### config.mk
export PLATFORM = sky130hd
export DESIGN_NAME = uart_rx_fifo
export DESIGN_NICKNAME = d
export VERILOG_FILES = /design/src/rtl/uart_rx_fifo.sv
export SDC_FILE = /design/constraint.sdc
export NUM_CORES = 1
export LEC_CHECK = 0
export CORE_UTILIZATION = 54
export DETAILED_ROUTE_END_ITERATION = 10
export GPL_TIMING_DRIVEN = 0
export PLACE_DENSITY_LB_ADDON = 0.2
export SETUP_SLACK_MARGIN = 0.5
export SYNTH_ARGS = -nofsm -noshare
export SYNTH_HDL_FRONTEND = slang
export SYNTH_SLANG_ARGS = --single-unit
### constraint.sdc
create_clock -name clk -period 3.73 [get_ports clk]
set_input_delay 0.373 -clock clk [delete_from_list [all_inputs] [get_ports clk]]
set_output_delay 0.373 -clock clk [all_outputs]
set_load 0.1 [all_outputs]
### src/rtl/uart_rx_fifo.sv
// Receive-side byte FIFO for a UART: captures each completed byte (plus its parity-error tag)
// once per int_rx_finish rising edge and hands bytes to a consumer through a registered read port.
module uart_rx_fifo #(
  parameter int DEPTH = 16,
  parameter int AW    = 4
) (
  input  logic          clk,
  input  logic          rst,
  input  logic [7:0]    rx_data,
  input  logic          int_rx_finish,
  input  logic          pari_err,
  input  logic          clr,
  input  logic          rd_en,
  output logic [7:0]    rd_data,
  output logic          rd_perr,
  output logic          rd_valid,
  output logic          empty,
  output logic          full,
  output logic [AW:0]   count,
  output logic          overflow
);

  localparam logic [AW:0] FULL_CNT = (AW+1)'(DEPTH);

  // Storage is deliberately left out of reset so it maps onto block RAM.
  logic [8:0] mem [DEPTH];

  logic [AW-1:0] wr_ptr_q, wr_ptr_d;
  logic [AW-1:0] rd_ptr_q, rd_ptr_d;
  logic [AW:0]   count_q, count_d;
  logic          overflow_q, overflow_d;
  logic          rx_fin_dly_q, rx_fin_dly_d;
  logic          rd_valid_q, rd_valid_d;
  logic [7:0]    rd_data_q, rd_data_d;
  logic          rd_perr_q, rd_perr_d;

  logic empty_w;
  logic full_w;
  logic wr_req;
  logic rd_req;
  logic wr_do;
  logic rd_do;

  always_comb begin
    empty_w = (count_q == '0);
    full_w  = (count_q == FULL_CNT);
    wr_req  = int_rx_finish & ~rx_fin_dly_q;
    rd_req  = rd_en & ~empty_w;
    // When full, a write only fits if a read frees the slot in the same cycle.
    wr_do   = ~clr & wr_req & (~full_w | rd_req);
    rd_do   = ~clr & rd_req;
  end

  always_comb begin
    wr_ptr_d     = wr_ptr_q;
    rd_ptr_d     = rd_ptr_q;
    count_d      = count_q;
    overflow_d   = overflow_q;
    rx_fin_dly_d = int_rx_finish;
    rd_valid_d   = rd_do;
    rd_data_d    = rd_data_q;
    rd_perr_d    = rd_perr_q;

    if (clr) begin
      wr_ptr_d   = '0;
      rd_ptr_d   = '0;
      count_d    = '0;
      overflow_d = 1'b0;
    end else begin
      if (wr_do) begin
        wr_ptr_d = wr_ptr_q + 1'b1;
      end
      if (rd_do) begin
        rd_ptr_d  = rd_ptr_q + 1'b1;
        rd_data_d = mem[rd_ptr_q][7:0];
        rd_perr_d = mem[rd_ptr_q][8];
      end
      case ({wr_do, rd_do})
        2'b10:   count_d = count_q + 1'b1;
        2'b01:   count_d = count_q - 1'b1;
        default: count_d = count_q;
      endcase
      if (wr_req && full_w && !rd_req) begin
        overflow_d = 1'b1;
      end
    end
  end

  always_ff @(posedge clk or posedge rst) begin
    if (rst) begin
      wr_ptr_q     <= '0;
      rd_ptr_q     <= '0;
      count_q      <= '0;
      overflow_q   <= 1'b0;
      rx_fin_dly_q <= 1'b0;
      rd_valid_q   <= 1'b0;
      rd_data_q    <= 8'h00;
      rd_perr_q    <= 1'b0;
    end else begin
      wr_ptr_q     <= wr_ptr_d;
      rd_ptr_q     <= rd_ptr_d;
      count_q      <= count_d;
      overflow_q   <= overflow_d;
      rx_fin_dly_q <= rx_fin_dly_d;
      rd_valid_q   <= rd_valid_d;
      rd_data_q    <= rd_data_d;
      rd_perr_q    <= rd_perr_d;
    end
  end

  always_ff @(posedge clk) begin
    if (wr_do && !rst) begin
      mem[wr_ptr_q] <= {pari_err, rx_data};
    end
  end

  assign rd_data  = rd_data_q;
  assign rd_perr  = rd_perr_q;
  assign rd_valid = rd_valid_q;
  assign count    = count_q;
  assign overflow = overflow_q;
  assign empty    = empty_w;
  assign full     = full_w;

endmodule

Word level (Yosys, flattened, before mapping)
Memory sizes are Yosys's and may differ from the RTL's. A register that Yosys moved wholly into a read port is not among the register bits. Cells that the tools add are included.

Register bits: 16. Logic and storage cells: 45. Output and inout bits: 18. Input bits: 14. Memories kept: 1. RAM bits: 144.

Memories: mem (depth 16, bits a word 9, rd ports 1, clocked after Yosys merged registers in 1, write ports 1, line 26) `logic [8:0] mem [DEPTH];`.

Eq/ne operators: 3. Bitwise logic cells: 10. Add/sub/neg operators: 4. Mux-type cells: 10. Reductions and logical operators: 11.

Operators with widths (number): 4-bit 2-to-1 mux (4); 5-bit case mux with 2 select lines (1); 4-bit by 1-bit adder with 4-bit output, second input constant (2); 2-bit nonzero test (3); 5-bit by 1-bit adder with 5-bit output, second input constant (1); 1-bit AND (5); 5-bit == test, second input constant (1); 5-bit logical NOT (1); 5-bit 2-to-1 mux (1); 5-bit by 1-bit subtractor with 5-bit output, second input constant (1); 1-bit 2-to-1 mux (4); 1-bit NOT (4); 1-bit logical AND (3); 3-bit nonzero test (1); 2-bit by 1-bit == test with 1-bit output, second input constant (1); 2-bit == test, second input constant (1); 1-bit logical NOT (2); 2-bit AND reduction (1); 1-bit OR (1).

Depth between registers and ports, before layout
Word-level depth: 8. Mapped depth: 9. Gate-level depth less buffers: 8.

Worst setup path before layout
OpenSTA, ideal clock, no wires.

Kind: reg-to-output. Start point: reg count_q[1], in the netlist count[1]. End point: out empty. Required time: 3.357 ns. Data arrival time: 2.948 ns. Stages on the path, launching flop included: 5. Path buffers: 2. Path slack: 0.409 ns. Path through: dfrtp_1 -> buf_6 -> or4_1 -> buf_6 -> nor2_1.

Cells in the longest elaborated chain, start to end: 1.

RTL lines: from (decl) (line 30) `logic [AW:0] count_q, count_d;`; from (signal assigned) (line 102) `count_q <= count_d;`; 5-bit logical NOT (line 45) `empty_w = (count_q == '0);`; to (decl) (line 17) `output logic empty,`.

No other way between the ends.

Final worst setup path
Start point: reg count_q[0], in the netlist count[0]. End point: out full.

Cells in the longest elaborated chain, start to end: 1.

RTL lines: 5-bit == test (line 46) `full_w = (count_q == FULL_CNT);`; to (decl) (line 18) `output logic full,`.

No other way between the ends.

==> results.json <==
{
  "status": "finished clean",
  "post-route-period-util_pct": 79.66,
  "max_freq_mhz": 336.5,
  "syn_nets": 402,
  "regToRegSetupSlack_ns": 0.94,
  "synth_area_leaders": "edfxtp_1 (62%), mux4_2 (12%), dfrtp_1 (9.0%), mux2i_1 (3.0%), ha_1 (1.3%)",
  "rsz0062_at_grt": "no",
  "tightest_slew_ns": 1.052,
  "core_area_sq_um": 12620,
  "drive_above_1_share_pct": 20.85,
  "yosysSeqAreaShare_pct": 70.91,
  "period_minus_slack_ns": 2.971,
  "tritoncts": "done",
  "cp.required_ns": 3.36,
  "cts_buffers": 17,
  "grtUsageTotal_pct": 23.23,
  "whs_path_depth": 4,
  "insertion_delay_ns": 0.42,
  "hold_buffers": 0,
  "peakVddDrop_mv": 0.3029,
  "antennaDiodeCount": 0,
  "end_kind": "output port",
  "finalSetupViolations": 0,
  "yosysWarnings": 0,
  "post-dp-hpwl_microns": 9099,
  "fp.dieH_microns": 115.7,
  "power_density_nw_per_um2": 667.8,
  "synth-async-reset-ratio_pct": 14.79,
  "ys_types": 47,
  "io_pins": 32,
  "switchingPower_w": 0.001754,
  "firstDrtPassIters": 4,
  "vias": 3689,
  "area_growth_pct": 16.13,
  "switching_share_pct": 32.39,
  "setup-tns-final_ns": 0,
  "initialDrtViolationCount": 388,
  "grt_pass1_wl_microns": 21240,
  "internal-power_w": 0.003660,
  "power_frac_seq_pct": 40.6,
  "finalHoldViolCount": 0,
  "hold_class": "input pin to flop",
  "timing.rr.end": "mem[14][5]$_DFFE_PP_",
  "mappedNetlistArea_sq_um": 6980,
  "synthFlopType": "edfxtp_1",
  "grt_pass1_vias": 3705,
  "antenna_found_initial": 0,
  "num_rows": 41,
  "drt-total-wl_microns": 13870,
  "totalPowerFinal_w": 0.005413,
  "grt_max_degree": 26,
  "cap_violations": 0,
  "clk_pin_slew_ns": 0.06,
  "reg2regPathDepth": 5,
  "critical_path_arrival_ns": 2.60,
  "synth_edf_count": 144,
  "vias_per_cell": 5.969,
  "layout_common_cells": "edfxtp_1 (144), mux4_2 (36), clkdlybuf4s50_1 (27)",
  "layout.nets": 454,
  "yosysTopAreaCellShare_pct": 61.95,
  "p_comb_share_pct": 28.4,
  "clock_sinks": 169,
  "syn_inst": 381,
  "synth-seq-cells": 169,
  "htree_num_levels": 4,
  "relSlewSlack_pct": 29.80,
  "gp_congestion": 0.8369,
  "drc": 0,
  "yosysTopAreaCell": "edfxtp_1",
  "clockBufferDepth": 2,
  "start_util_pct": 55.31,
  "final_common_cell": "edfxtp_1",
  "port_buffers": 29,
  "cts_root_buf": "clkbuf_16",
  "hold-path-endpoint": "count[2]$_DFFE_PP0P_",
  "avgSynthCellArea_sq_um": 18.32,
  "regToRegStartpoint": "count[2]$_DFFE_PP0P_",
  "ant_nets": 0,
  "crit_path_max_fanout": 10,
  "critical_path_class": "flop to output port",
  "power_leakage_nw": 2.657,
  "wl_per_cell_microns": 22.44,
  "die-area_sq_um": 13390,
  "finalMaxSlewViolations": 0,
  "grt.overflow.total": 0,
  "power.share.clock_pct": 31.0,
  "critPathLaunchType": "flop",
  "skew_ns": 0.01138,
  "holdCritStartpoint": "rd_en",
  "die_x_microns": 115.7
}
## repair_timing
item	4_1_cts	5_1_grt
setup endpoints to repair	2	0
resized for setup	2	0
buffers inserted	0	0
## cells in the mapped netlist (5+ instances only)
cell and instances:
edfxtp_1 144, mux4_2 36, dfrtp_1 25, mux2i_1 21
nor2_1 16, nand2_1 13, clkbuf_1 11, inv_1 10
and2_1 9, buf_2 9, o221ai_1 9, ha_1 7
a21oi_1 5
## power groups by stage
stage | Clock, W | Sequential, W | Combinational [W]
finish | 0.00168 | 0.00220 | 0.00154
global route | 0.00179 | 0.00221 | 0.00164
CTS | 0.00171 | 0.00220 | 0.00155
detailed placement | 0 | 0.00224 | 0.00155
global placement | 0 | 0.00223 | 0.00154
floorplan | 0 | 0.00269 | 0.000741
## cells by family (layout without fill, tap and decap cells)
| kind of cell | after synthesis | count (layout) | synth area share, % |
|---|---|---|---|
| DFF | 169 | 169 | 70.91 |
| and+or+nand+nor | 66 | 66 | 5.091 |
| muxes | 59 | 59 | 14.95 |
| AOI/OAI and AO/OA | 40 | 40 | 4.768 |
| buffers and inverters | 33 | 98 | 2.151 |
| adders and majority gates | 7 | 7 | 1.255 |
| xor gates and xnor gates | 7 | 7 | 0.8783 |
## worst max-delay path, cell delays in order, from the launching register on
cell           delay (ns)
dfrtp_1              0.51
or4_1                0.58
buf_6                0.16
nor2_1               0.08
dlygate4sd2_1        0.86
## layout make-up
class / instances / area [sq um]
buffer: 23 / 112.6
clock buffer: 23 / 467.9
clock inverter: 9 / 100.1
fill: 920 / 4513
inverter: 10 / 37.54
multi-input combinational: 179 / 1906
sequential: 169 / 4950
tap: 172 / 215.2
timing repair buffer: 33 / 317.8
## how the worst max path moves through the flow
| stage | from | to | slack (ns) |
|---|---|---|---|
| 4_1_cts | count[0]$_DFFE_PP0P_ | empty | 0.74 |
| 2_1_floorplan | count[1]$_DFFE_PP0P_ | empty | 0.41 |
| 5_1_grt | count[0]$_DFFE_PP0P_ | empty | 0.67 |
| 3_3_place_gp | int_rx_finish | mem[1][4]$_DFFE_PP_ | -0.14 |
| 3_5_place_dp | int_rx_finish | mem[14][4]$_DFFE_PP_ | 0.58 |
| 6_report | count[0]$_DFFE_PP0P_ | full | 0.76 |
## layer usage
metal  vias up  wire (microns)  global-route usage [%]
li1       1638               -                       -
met4         0             268                   9.231
met2       124            6870                   36.81
met3        19             757                   6.119
met1      1908            5969                   31.07
met5         -               0                       0
## flip-flops by register name, indices dropped and copies added (netlist names)
signal,count
rd_perr,1
count,5
rd_valid,1
rx_fin_dly_q,1
rd_data,8
mem,144
overflow,1
wr_ptr_q,4
rd_ptr_q,4
## through the flow
step / cell area (sq um) / util (%) / setup WS [ns] / hold WS (ns) / instances
3_3_place_gp: 7486 / 59.32 / -0.1427 / 0.4767 / 582
5_1_grt: 8107 / 64.24 / 0.6683 / 0.4490 / 618
6_report: 8107 / 64.24 / 0.7585 / 0.4374 / 618
3_5_place_dp: 7541 / 59.76 / 0.5781 / 0.4776 / 586
4_1_cts: 8107 / 64.24 / 0.7355 / 0.4208 / 618
2_1_floorplan: 6980 / - / 0.4087 / 0.4003 / 381
(Power assumes the default switching activity.)
